**src/rtl/param_universal_sr_if.sv**
```systemverilog
// Bus bundle for param_universal_sr: op/handshake inputs and register/status outputs.
// The shifter takes the slave side and its driver takes the master side.
interface param_universal_sr_if #(
  parameter int WIDTH = 8,
  parameter int SHW   = $clog2(WIDTH) + 1
);
  logic             en;
  logic [2:0]       sel;
  logic             start;
  logic [SHW-1:0]   shamt;
  logic             left_in;
  logic             right_in;
  logic [WIDTH-1:0] par_in;
  logic [WIDTH-1:0] out;
  logic             so_right;
  logic             so_left;
  logic             busy;
  logic             done;

  modport master (
    output en, sel, start, shamt, left_in, right_in, par_in,
    input  out, so_right, so_left, busy, done
  );

  modport slave (
    input  en, sel, start, shamt, left_in, right_in, par_in,
    output out, so_right, so_left, busy, done
  );
endinterface

```
**src/rtl/param_universal_sr.sv**
```systemverilog
// Parametrised universal shift register: single-step ops while idle, plus
// start/busy/done multi-step shifts advancing one bit position per clock.
module param_universal_sr #(
  parameter int WIDTH = 8,
  parameter int SHW   = $clog2(WIDTH) + 1
) (
  input logic                 clk,
  input logic                 clr,
  param_universal_sr_if.slave bus
);

  typedef enum logic [2:0] {
    OP_HOLD = 3'b000,
    OP_SHR  = 3'b001,
    OP_SHL  = 3'b010,
    OP_LOAD = 3'b011,
    OP_ROR  = 3'b100,
    OP_ROL  = 3'b101,
    OP_ASR  = 3'b110,
    OP_CLR  = 3'b111
  } op_t;

  typedef enum logic {
    S_IDLE,
    S_RUN
  } state_t;

  state_t           state_q, state_d;
  op_t              op_q, op_d;
  logic [WIDTH-1:0] out_q, out_d;
  logic [SHW-1:0]   cnt_q, cnt_d;
  logic             done_q, done_d;
  op_t              sel_op;

  assign sel_op = op_t'(bus.sel);

  function automatic logic [WIDTH-1:0] step_fn(
    input op_t              op,
    input logic [WIDTH-1:0] cur,
    input logic             li,
    input logic             ri,
    input logic [WIDTH-1:0] par
  );
    logic [WIDTH-1:0] res;
    case (op)
      OP_SHR:  res = {ri, cur[WIDTH-1:1]};
      OP_SHL:  res = {cur[WIDTH-2:0], li};
      OP_LOAD: res = par;
      OP_ROR:  res = {cur[0], cur[WIDTH-1:1]};
      OP_ROL:  res = {cur[WIDTH-2:0], cur[WIDTH-1]};
      OP_ASR:  res = {cur[WIDTH-1], cur[WIDTH-1:1]};
      OP_CLR:  res = '0;
      default: res = cur;
    endcase
    return res;
  endfunction

  // Only shift-class ops can run multi-cycle; load/clear/hold never launch.
  function automatic logic is_shift(input op_t op);
    return op inside {OP_SHR, OP_SHL, OP_ROR, OP_ROL, OP_ASR};
  endfunction

  always_comb begin
    state_d = state_q;
    op_d    = op_q;
    out_d   = out_q;
    cnt_d   = cnt_q;
    done_d  = 1'b0;
    case (state_q)
      S_IDLE: begin
        if (bus.start && is_shift(sel_op)) begin
          // Launch edge latches the op and count but leaves out untouched.
          op_d  = sel_op;
          cnt_d = bus.shamt;
          if (bus.shamt != '0) begin
            state_d = S_RUN;
          end else begin
            done_d = 1'b1;
          end
        end else if (bus.en) begin
          out_d = step_fn(sel_op, out_q, bus.left_in, bus.right_in, bus.par_in);
        end
      end
      S_RUN: begin
        out_d = step_fn(op_q, out_q, bus.left_in, bus.right_in, bus.par_in);
        cnt_d = cnt_q - SHW'(1);
        if (cnt_q == SHW'(1)) begin
          state_d = S_IDLE;
          done_d  = 1'b1;
        end
      end
      default: state_d = S_IDLE;
    endcase
  end

  always_ff @(posedge clk or posedge clr) begin
    if (clr) begin
      state_q <= S_IDLE;
      op_q    <= OP_HOLD;
      out_q   <= '0;
      cnt_q   <= '0;
      done_q  <= 1'b0;
    end else begin
      state_q <= state_d;
      op_q    <= op_d;
      out_q   <= out_d;
      cnt_q   <= cnt_d;
      done_q  <= done_d;
    end
  end

  assign bus.out      = out_q;
  assign bus.so_right = out_q[0];
  assign bus.so_left  = out_q[WIDTH-1];
  assign bus.busy     = (state_q == S_RUN);
  assign bus.done     = done_q;

endmodule

```
**src/flat_wrapper.sv**
```systemverilog
// flat-port wrapper written by rule: the top's interface ports become plain ports
module param_universal_sr_flat 
#(
  parameter int WIDTH = 8,
  parameter int SHW   = $clog2(WIDTH) + 1
)
  (clk, clr, bus_en, bus_sel, bus_start, bus_shamt, bus_left_in, bus_right_in, bus_par_in, bus_out, bus_so_right, bus_so_left, bus_busy, bus_done);
  param_universal_sr_if #(.WIDTH(WIDTH), .SHW(SHW)) bus_i ();
  input logic clk;
  input logic clr;
  input wire logic [$bits(bus_i.en)-1:0] bus_en;
  input wire logic [$bits(bus_i.sel)-1:0] bus_sel;
  input wire logic [$bits(bus_i.start)-1:0] bus_start;
  input wire logic [$bits(bus_i.shamt)-1:0] bus_shamt;
  input wire logic [$bits(bus_i.left_in)-1:0] bus_left_in;
  input wire logic [$bits(bus_i.right_in)-1:0] bus_right_in;
  input wire logic [$bits(bus_i.par_in)-1:0] bus_par_in;
  output wire logic [$bits(bus_i.out)-1:0] bus_out;
  output wire logic [$bits(bus_i.so_right)-1:0] bus_so_right;
  output wire logic [$bits(bus_i.so_left)-1:0] bus_so_left;
  output wire logic [$bits(bus_i.busy)-1:0] bus_busy;
  output wire logic [$bits(bus_i.done)-1:0] bus_done;
  assign bus_i.en = bus_en;
  assign bus_i.sel = bus_sel;
  assign bus_i.start = bus_start;
  assign bus_i.shamt = bus_shamt;
  assign bus_i.left_in = bus_left_in;
  assign bus_i.right_in = bus_right_in;
  assign bus_i.par_in = bus_par_in;
  assign bus_out = bus_i.out;
  assign bus_so_right = bus_i.so_right;
  assign bus_so_left = bus_i.so_left;
  assign bus_busy = bus_i.busy;
  assign bus_done = bus_i.done;
  param_universal_sr #(.WIDTH(WIDTH), .SHW(SHW)) u_core (.clk(clk), .clr(clr), .bus(bus_i));
endmodule
```
**config.mk**
```make
export PLATFORM = sky130hd
export DESIGN_NAME = param_universal_sr_flat
export DESIGN_NICKNAME = d
export VERILOG_FILES = /design/src/rtl/param_universal_sr_if.sv /design/src/rtl/param_universal_sr.sv /design/src/flat_wrapper.sv
export SDC_FILE = /design/constraint.sdc
export NUM_CORES = 1
export LEC_CHECK = 0
export ABC_AREA = 1
export CAP_MARGIN = 0
export CORE_MARGIN = 2
export CORE_UTILIZATION = 50
export DETAILED_ROUTE_END_ITERATION = 8
export PLACE_DENSITY = 0.79
export REMOVE_ABC_BUFFERS = 1
export SYNTH_ARGS = -nofsm -noshare
export SYNTH_HDL_FRONTEND = slang
export SYNTH_SLANG_ARGS = --single-unit
```
**constraint.sdc**
```tcl
create_clock -name clk -period 1.77 [get_ports clk]
set_clock_uncertainty 0.2 [all_clocks]
set_input_delay 0.354 -clock clk [delete_from_list [all_inputs] [get_ports clk]]
set_output_delay 0.354 -clock clk [all_outputs]
set_load 0.03 [all_outputs]
```
==> results, run 1 <==
- The flow ran to the end, and the final reports show no timing, DRC or antenna violations.
- The congestion estimate from routability-driven global placement came to 0.8835.
- The worst flop-to-flop path startpoint is u_core.op_q[1].
- Once the floorplan was initialized, standard cells occupied 52.99% of the core.
- The worst path meets setup with about 61 ps of slack.
- The share of the clock period used by the worst path after layout is 96.54%.
- The y dimension of the die is 58.06 um.
- The number of filler cells placed in the layout is 278.
- The depth of the worst register-to-register path is 9.
- The number of clock buffers inserted by TritonCTS is 3.
- The slowest stage of the critical path belongs to the cell sky130_fd_sc_hd__dfrtp_1.
- The first global-routing pass estimated 6.617 mm of wire.
- The library cell used most frequently in the layout, excluding fill and tap cells, is sky130_fd_sc_hd__nand2_1.
- The critical path starts at u_core.bus.out[7].
- The total area inside the core boundary comes to roughly 2800 sq um.
- The post-synthesis area per instance is 6.064 sq um.
- The area growth from synthesis to layout is 36.04%.
- The final cell count without fillers is 326.
- The via count of the first global-routing pass was 1528.
- The proportion of netlist area held by the largest area contributor is 29.11%.
- The endpoint identified for the worst register-to-register timing path is u_core.bus.out[2].
- TritonCTS built the clock tree.
- The first TritonRoute pass finished after 4 iterations.
- The setup slack at placement is -371.2 ps.
- Leaving out fill and tap cells, the most frequent cells in the layout are sky130_fd_sc_hd__nand2_1 (101), sky130_fd_sc_hd__nand3_1 (28), sky130_fd_sc_hd__buf_4 (25).
- The post-synthesis async set-or-reset flop share is 100.0%.
- Setup violations remaining at the end of the flow were counted as 0.
- 33 I/O pins were placed.
- The synthesized design contains 0 enable-type register cells.
- The clock sink count is 17.
- Once placement completed, the tool counted placed cells totaling 322.
- The sequential element share of the synthesized area is between 20% and 30%.
- The cell count after synthesis came out at 241.
- The critical path goes through dlygate4sd2_1.
- The kind of cell adding the most delay to the critical path is flip-flops.
- The relative slew slack is between 70% and 80%.
- For this run, the number of Yosys warnings is 0.
- At the worst endpoint, the required time is 1220 ps.
- In this run the number of H-tree levels came out at 1.
- The initial antenna violation count was 0.
- The most instantiated flip-flop cell in the synthesis netlist is sky130_fd_sc_hd__dfrtp_1.
- The total buffers and inverters traversed by the critical path is 1.
- Sorting the synthesized cells by area gives the leading types as sky130_fd_sc_hd__dfrtp_1 (29%), sky130_fd_sc_hd__nand2_1 (26%), sky130_fd_sc_hd__nand3_1 (9.6%).
- After Yosys synthesis, and, or, nand and nor cells account for 51.97% of the synthesized area.
- In this run the worst path has a maximum fanout of 5.
- For the pin with the worst max-slew slack, the measured transition is 383.5 ps.
- After detailed routing, the number of remaining DRC violations is 0.
- The synthesized-area fraction occupied by adder cells is 1.712%.
- The repair_antennas step left the layout with diodes totalling 0.
- The main combinational cell family by area after synthesis is simple AND/OR/NAND/NOR gates.
- The number of rows created at floorplan is 19.
- The buffer type at the clock tree root is sky130_fd_sc_hd__clkbuf_4.
- Clock-pin slew was measured on the worst setup and hold paths at 110 ps.
- Max-cap violations in this run came to 0.
- In this run the power density over the cells is 1540 nW/um^2.
- The multiplexer area fraction after synthesis is 0%.
- The setup slack of the most critical reg-to-reg path is about 170 ps.
- The total of hold buffers inserted after clock tree synthesis is 0.
- The source-to-sink clock delay at the later pin of the worst-skew pair is 300 ps.
- The type of destination of the critical path is a primary output.
- The number of slew-limit violations in the final report is 0.
- For this design the static power due to leakage is 0.001072 uW.
- The arrival time at the worst endpoint is between 1000 and 1500 ps.
- The total via count in the routed design is 1677.
- The die covers 3371 sq um.
- The min-delay analysis places its worst path in the category input port to async pin.
- The smallest hold slack is ~170 ps.
- The HPWL reported at the end of detailed placement is 2.982 mm.
- The area used by multi-input combinational logic is 897.1 sq um.
- Global routing used 25.55% of the available tracks across all layers.
- The cell type with the highest aggregate area in the netlist is sky130_fd_sc_hd__dfrtp_1.
- The post-detailed-route wirelength per cell is 11.63 um.
- In this run the cell area of the synthesized design comes to 1461 sq um.
- The sum of overflow across all layers after global routing is 0.
- The type of the setup path with the least slack is register to primary output.
- STA classifies the critical path startpoint as a register.
- Subtracting the final worst setup slack from the clock period gives 1709 ps.
- The total stage count of the critical path is 1.
- The netlist uses 24 different library cells.
- The flip-flop and latch count after synthesis is 17.
- Following the worst setup path forward leads to its endpoint at bus_out[7].
- The number of DRC violations after detailed-routing iteration 0 is 101.
- Counting along the longest clock path gives a buffer depth of 2.
- IR analysis of the VDD net gives a maximum drop of 0.001127 V.
- The total length of routed wires is 3.791 mm.
- During placement, the flow inserted port buffers numbering 32.
- The timing-limited maximum frequency is ~600 MHz.
- Summing the areas of all compound-gate instances in the mapped netlist gives 6.935% of the synthesized area.
- Entering global routing, the biggest net connects 18 pins.
- Setup repair after global routing left no endpoint under its margin.
- The hold violation total from the final report is 0.
- The die width is 58.06 um.
- Of the cells placed in the final design, the portion with a size suffix greater than 1 is 16.95%.
- The detail route stage leaves a number of antenna-violating nets equal to 0.
- The post-synthesis xor/xnor area fraction is less than 1%.
- After the last flow step, the layout net total stands at ~320.
- Summing all flip-flop and latch instances after layout gives between 400 and 500 sq um.
- For this run, the slowest stage of the critical path takes 440 ps.
- After detailed routing, the number of vias per cell comes to ~5.
## what timing repair did
action / 4_1_cts / 5_1_grt
endpoints found under the setup margin: 16 / 17
gates resized for setup: 13 / 3
buffers inserted: 0 / 0
pin swaps: 2 / 0
## per-stage QoR
step           power, uW  instance area, sq um  setup TNS, ps  util, %
6_report            3061                  1988              0    72.10
5_1_grt             3375                  1988              0    72.10
4_1_cts             3066                  1982         -4.208    71.87
3_5_place_dp        2913                  1971          -5285    71.46
3_3_place_gp        2885                  1971          -4759    71.46
2_1_floorplan       2125                  1414          -1713        -
## worst min-delay path by stage
stage | slack [ps] | endpoint | start | depth (start not counted)
floorplan | 80 | u_core.bus.busy | clr | 1
global placement | 300 | u_core.cnt_q[3] | u_core.cnt_q[3] | 2
detailed placement | 310 | u_core.cnt_q[0] | u_core.cnt_q[0] | 2
CTS | 180 | u_core.bus.out[2] | clr | 3
global route | 200 | u_core.bus.out[2] | clr | 3
finish | 170 | u_core.bus.out[2] | clr | 3
## registers in the layout, summed over array words and instances, names as in the netlist
signal           flops
u_core.cnt_q         4
u_core.bus.busy      1
u_core.bus.done      1
u_core.bus.out       8
u_core.op_q          3
## report_power, final
part / internal [uW] / switching (uW)
clock network: 84.3 / 135
logic: 822 / 1300
registers: 576 / 139
## kinds of logic (layout without fill, tap and decap cells)
logic type / after synthesis / after routing
xor+xnor: 1 / 1
buf+inv: 32 / 86
flops: 17 / 17
fa+ha+maj: 2 / 2
simple gates: 170 / 170
compound gates: 19 / 19
## cell usage after synthesis, types with 2 or more instances
| cell type | number |
|---|---|
| sky130_fd_sc_hd__nand2_1 | 102 |
| sky130_fd_sc_hd__nand3_1 | 28 |
| sky130_fd_sc_hd__inv_1 | 20 |
| sky130_fd_sc_hd__nor2_1 | 20 |
| sky130_fd_sc_hd__dfrtp_1 | 17 |
| sky130_fd_sc_hd__o21ai_0 | 8 |
| sky130_fd_sc_hd__nand4_1 | 7 |
| sky130_fd_sc_hd__inv_2 | 5 |
| sky130_fd_sc_hd__o21ai_1 | 5 |
| sky130_fd_sc_hd__a21oi_1 | 4 |
| sky130_fd_sc_hd__nand2_2 | 4 |
| sky130_fd_sc_hd__buf_4 | 3 |
| sky130_fd_sc_hd__nor2_4 | 3 |
| sky130_fd_sc_hd__buf_2 | 2 |
| sky130_fd_sc_hd__ha_1 | 2 |
| sky130_fd_sc_hd__nand3_4 | 2 |
| sky130_fd_sc_hd__or2_2 | 2 |
## per-layer routing
| layer | up-vias | track usage (%) | part of all wire [%] |
|---|---|---|---|
| li1 | 872 | - | - |
| met1 | 747 | 33.38 | 47 |
| met2 | 49 | 42.05 | 46 |
| met3 | 9 | 2.232 | 5.8 |
| met4 | 0 | 13.29 | 1.8 |
| met5 | - | 0 | 0 |
## area by class of cell
type	instances	area share (%)
inverter	25	4.720
clock buffer	3	1.133
clock inverter	1	0.2517
multi-input combinational	192	45.12
sequential	17	21.46
timing repair buffer	57	25.36
tap	31	1.951
Power figures use the tool's default switching activity.
==> run 2: changes to the inputs <==
--- a/config.mk
+++ b/config.mk
@@ -5,7 +5,6 @@
 export SDC_FILE = /design/constraint.sdc
 export NUM_CORES = 1
 export LEC_CHECK = 0
-export ABC_AREA = 1
 export CAP_MARGIN = 0
 export CORE_MARGIN = 2
 export CORE_UTILIZATION = 50
==> run 2 against run 1 <==
Worst hold slack lost 18 ps. Setup slack lost 33 ps. Cell area grew 7.4%. Global-route usage grew 0.91 points. Register-to-register slack lost 140 ps. Non-clock buffer count grew 11. Critical endpoint is now u_core.bus.out[1]. Largest power group unchanged.
==> results, run 2 <==
- The slew at the pin with the worst max-slew slack is 317.1 ps (was 383.5 ps).
- The synthesis warning total was 0 (unchanged).
- The cell type with the highest aggregate area in the netlist is sky130_fd_sc_hd__dfrtp_1 (unchanged).
- The number of different library cells in the post-synthesis netlist is 46 (was 24).
- The relative slew slack came to 78.95% (was 74.41%).
- The timing-limited maximum frequency is 574.0 MHz (was 585.2 MHz).
- The initial antenna violation count is 0 (unchanged).
- The type of origin of the critical path is a register (unchanged).
- The leakage component of the power is 0.0009538 uW (was 0.001072 uW).
- The most instantiated flip-flop cell in the synthesis netlist is sky130_fd_sc_hd__dfrtp_1 (unchanged).
- The buffer type at the clock tree root is sky130_fd_sc_hd__clkbuf_4 (unchanged).
- The largest net degree at the start of global routing is 18 (unchanged).
- The total buffers and inverters traversed by the critical path was 1 (unchanged).
- The smallest hold slack is 152.7 ps (was 170.3 ps).
- The ratio of routed vias to standard cells is 6.094 (was 5.144).
- The detailed-routing wirelength on met1 is 1.826 mm (was 1.771 mm).
- Result of the run: finished clean (unchanged).
- The post-synthesis cell area is 1486 sq um (was 1461 sq um).
- The number of inserted diodes was 0 (unchanged).
- The total of hold buffers inserted after clock tree synthesis is 0 (unchanged).
- The HPWL reported at the end of detailed placement came to 3.284 mm (was 2.982 mm).
- The delay of the slowest cell on the worst path was 450 ps (was 440 ps).
- The number of H-tree levels came to 1 (unchanged).
- The most common library cell in the layout ignoring fill and taps was sky130_fd_sc_hd__buf_4 (was sky130_fd_sc_hd__nand2_1).
- The clock tree from TritonCTS is yes (unchanged).
- The source-to-sink clock delay at the later pin of the worst-skew pair came to 310 ps (was 300 ps).
- The area growth from synthesis to layout is 43.69% (was 36.04%).
- The overall power of the completed layout is 3829 uW (was 3061 uW).
- The post-detailed-route wirelength per cell is 16.55 um (was 11.63 um).
- The proportion of netlist area held by the largest area contributor is 28.62% (was 29.11%).
- The sum of overflow across all layers after global routing came to 0 (unchanged).
- The die area is 3425 sq um (was 3371 sq um).
- The arrival time at the worst endpoint is 1760 ps (was 1150 ps).
- The post-layout minimum cycle time came to 1742 ps (was 1709 ps).
- The DRC violation count after routing is 0 (unchanged).
- The gate count of the mapped netlist came to 177 (was 241).
- The clock-pin slew of the registers on the worst-case setup and hold paths is 110 ps (about the same).
- The most common cell in the synthesized netlist is sky130_fd_sc_hd__nand2_1 (unchanged).
- The sequential element share of the synthesized area is 28.62% (was 29.11%).
- The setup-violating endpoint count in the final report was 0 (unchanged).
- The number of clock buffers inserted by TritonCTS came to 3 (unchanged).
- The type of destination of the critical path is a register (was primary output).
- The number of nets still failing antenna checks after routing came to 0 (unchanged).
- The wire length of the first global-routing pass is 6.962 mm (was 6.617 mm).
- The kind of path behind the tightest hold check is input port to async pin (unchanged).
- The number of slew-limit violations in the final report was 0 (unchanged).
- The die width is 58.53 um (was 58.06 um).
- The combined global-route utilization of all metal layers is 26.46% (was 25.55%).
- Worst path cell trace: mux2_4 -> buf_12 -> o32ai_4 -> nor3_2 -> o41ai_2 (was dlygate4sd2_1).
- The kind of cell adding the most delay to the critical path is flip-flops (unchanged).
- The sum of negative setup slack was 0 ps (unchanged).
- The layout cell share with drive strength beyond 1 is 28.63% (was 16.95%).
- The maximum ir drop on the vdd rail is 0.001307 V (was 0.001127 V).
- The core footprint is 2781 sq um (was 2758 sq um).
- The total length of routed wires came to 4.385 mm (was 3.791 mm).
- The y dimension of the die is 58.53 um (was 58.06 um).
- The number of rows created at floorplan was 19 (unchanged).
- The largest driver fanout on the critical path is 4 (was 5).
- The total via count in the routed design came to 1615 (was 1677).
- The number of synthesized flops with an enable pin is 0 (unchanged).
- The data required time of the critical path is 1780 ps (was 1220 ps).
- The hold violation total from the final report came to 0 (unchanged).
- Most frequent cells in the layout: sky130_fd_sc_hd__buf_4 (29), sky130_fd_sc_hd__nand2_1 (19), sky130_fd_sc_hd__clkdlybuf4s50_1 (17) (was sky130_fd_sc_hd__nand2_1 (101), sky130_fd_sc_hd__nand3_1 (28), sky130_fd_sc_hd__buf_4 (25)).
- Most frequent cells after synthesis: sky130_fd_sc_hd__nand2_1 (19), sky130_fd_sc_hd__dfrtp_1 (17), sky130_fd_sc_hd__inv_1 (15), sky130_fd_sc_hd__a21oi_1 (14), sky130_fd_sc_hd__o21ai_0 (10) (was sky130_fd_sc_hd__nand2_1 (102), sky130_fd_sc_hd__nand3_1 (28), sky130_fd_sc_hd__inv_1 (20), sky130_fd_sc_hd__nor2_1 (20), sky130_fd_sc_hd__dfrtp_1 (17)).
- The share of the clock period used by the worst path after layout came to 98.43% (was 96.54%).
- The detailed route wirelength on metal3 came to 274 um (was 218 um).
- The number of maximum-capacitance constraint violations is 0 (unchanged).
- The post-synthesis area per instance came to 8.398 sq um (was 6.064 sq um).
- The final-stage net count was 258 (was 319).
- The slowest cell on the critical path is sky130_fd_sc_hd__dfrtp_2 (was sky130_fd_sc_hd__dfrtp_1).
- The post-synthesis async set-or-reset flop share is 100.0% (unchanged).
- The iteration count of the initial detailed-routing pass is 4 (unchanged).
- Area contributors post-synth: sky130_fd_sc_hd__dfrtp_1 (29%), sky130_fd_sc_hd__nand2_1 (4.8%), sky130_fd_sc_hd__a21oi_1 (4.7%) (was sky130_fd_sc_hd__dfrtp_1 (29%), sky130_fd_sc_hd__nand2_1 (26%), sky130_fd_sc_hd__nand3_1 (9.6%)).
- The number of I/O port buffers is 32 (unchanged).
- The met2 wire length is 2.235 mm (was 1.735 mm).
- The buffer levels on the longest clock path was 2 (unchanged).
- The top-level port count is 33 (unchanged).
- The number of DRC violations after detailed-routing iteration 0 is 87 (was 101).
- The clock sink count is 17 (unchanged).
- The via count of the first global-routing pass came to 1559 (was 1528).
- The flip-flop count of the largest register, all copies and words added is 8 (unchanged).
- The flip-flop and latch count after synthesis was 17 (unchanged).
- The effective utilization at floorplan came to 53.44% (was 52.99%).
- The placer's final routability congestion estimate was 0.8313 (was 0.8835).
- The total power density per cell area is 1793 nW/um^2 (was 1540 nW/um^2).
- The type of the setup path with the least slack was register to register (was register to primary output).
- The uppermost metal layer occupied by signal nets is met4 (unchanged).
## run 2: changes by cell type in the layout (fill, tap and decap cells not counted), sizes merged, moves of 10 or more
| cell | before | now |
|---|---|---|
| nand3 | 30 | 2 |
| buf | 26 | 37 |
| nor2 | 24 | 8 |
| nand2 | 106 | 19 |
| inv | 25 | 15 |
## run 2: cell type report
type                            count  area [sq um]
Clock buffer                        3         22.52
Clock inverter                      1         5.005
Fill cell                         199         645.6
Inverter                           15         56.30
Multi-Input combinational cell    130         968.4
Sequential cell                    17         429.2
Tap cell                           31         38.79
Timing Repair Buffer               68         615.6
## run 2: final timing paths
path / start / end / slack [ps] / depth (start not counted)
worst min register to register: u_core.bus.out[3] / u_core.bus.out[3] / 310 / 2
worst min-delay path: clr / u_core.op_q[2] / 150 / 3
min in group clk: u_core.bus.out[3] / u_core.bus.out[3] / 310 / 2
max in group asynchronous: clr / u_core.bus.busy / 1000 / 3
worst max-delay path: u_core.op_q[2] / u_core.bus.out[1] / 30 / 5
worst max register to register: u_core.op_q[2] / u_core.bus.out[1] / 30 / 5
## run 2: logic make-up after synthesis
kind of cell	after synthesis	share of synthesized area, %
buffers and inverters	30	9.427
AOI/OAI and AO/OA	59	29.88
xor gates and xnor gates	2	1.179
and+or+nand+nor	55	20.20
DFF	17	28.62
muxes	12	9.007
adders and majority gates	2	1.683
## run 2: metal layers
| layer | up-vias | GRT usage (%) |
|---|---|---|
| li1 | 769 | - |
| met1 | 773 | 33.75 |
| met2 | 69 | 46.55 |
| met3 | 4 | 3.077 |
| met4 | 0 | 8.306 |
| met5 | - | 0 |
## run 2: what timing repair did
item                                    CTS  global route
gates cloned                              1             0
pin swaps                                 2             1
endpoints found under the hold margin     0             0
setup buffers                             1             1
gates resized for setup                  20            12
endpoints found under the setup margin   25             9
## run 2: per-stage QoR
step / cells / setup WS [ps] / utilization [%] / instance area, sq um
after floorplan: 162 / -605.8 / - / 1403
after global placement: 258 / -430.6 / 73.05 / 2032
after detailed placement: 258 / -489.8 / 73.05 / 2032
after CTS: 264 / 5.655 / 75.12 / 2090
after global routing: 265 / -20.64 / 76.79 / 2136
final: 265 / 27.77 / 76.79 / 2136
## run 2: tightest hold or removal path, delay by kind of cell
| kind | cells | cell delay, ps |
|---|---|---|
| buffers and inverters | 3 | 690 |
## run 2: report_power, final
part / leakage, uW / internal, uW / switching [uW]
clock: 0.0000177 / 84.4 / 140
combinational: 0.000733 / 1320 / 1500
sequential: 0.000203 / 595 / 188
total: 0.000954 / 2000 / 1830
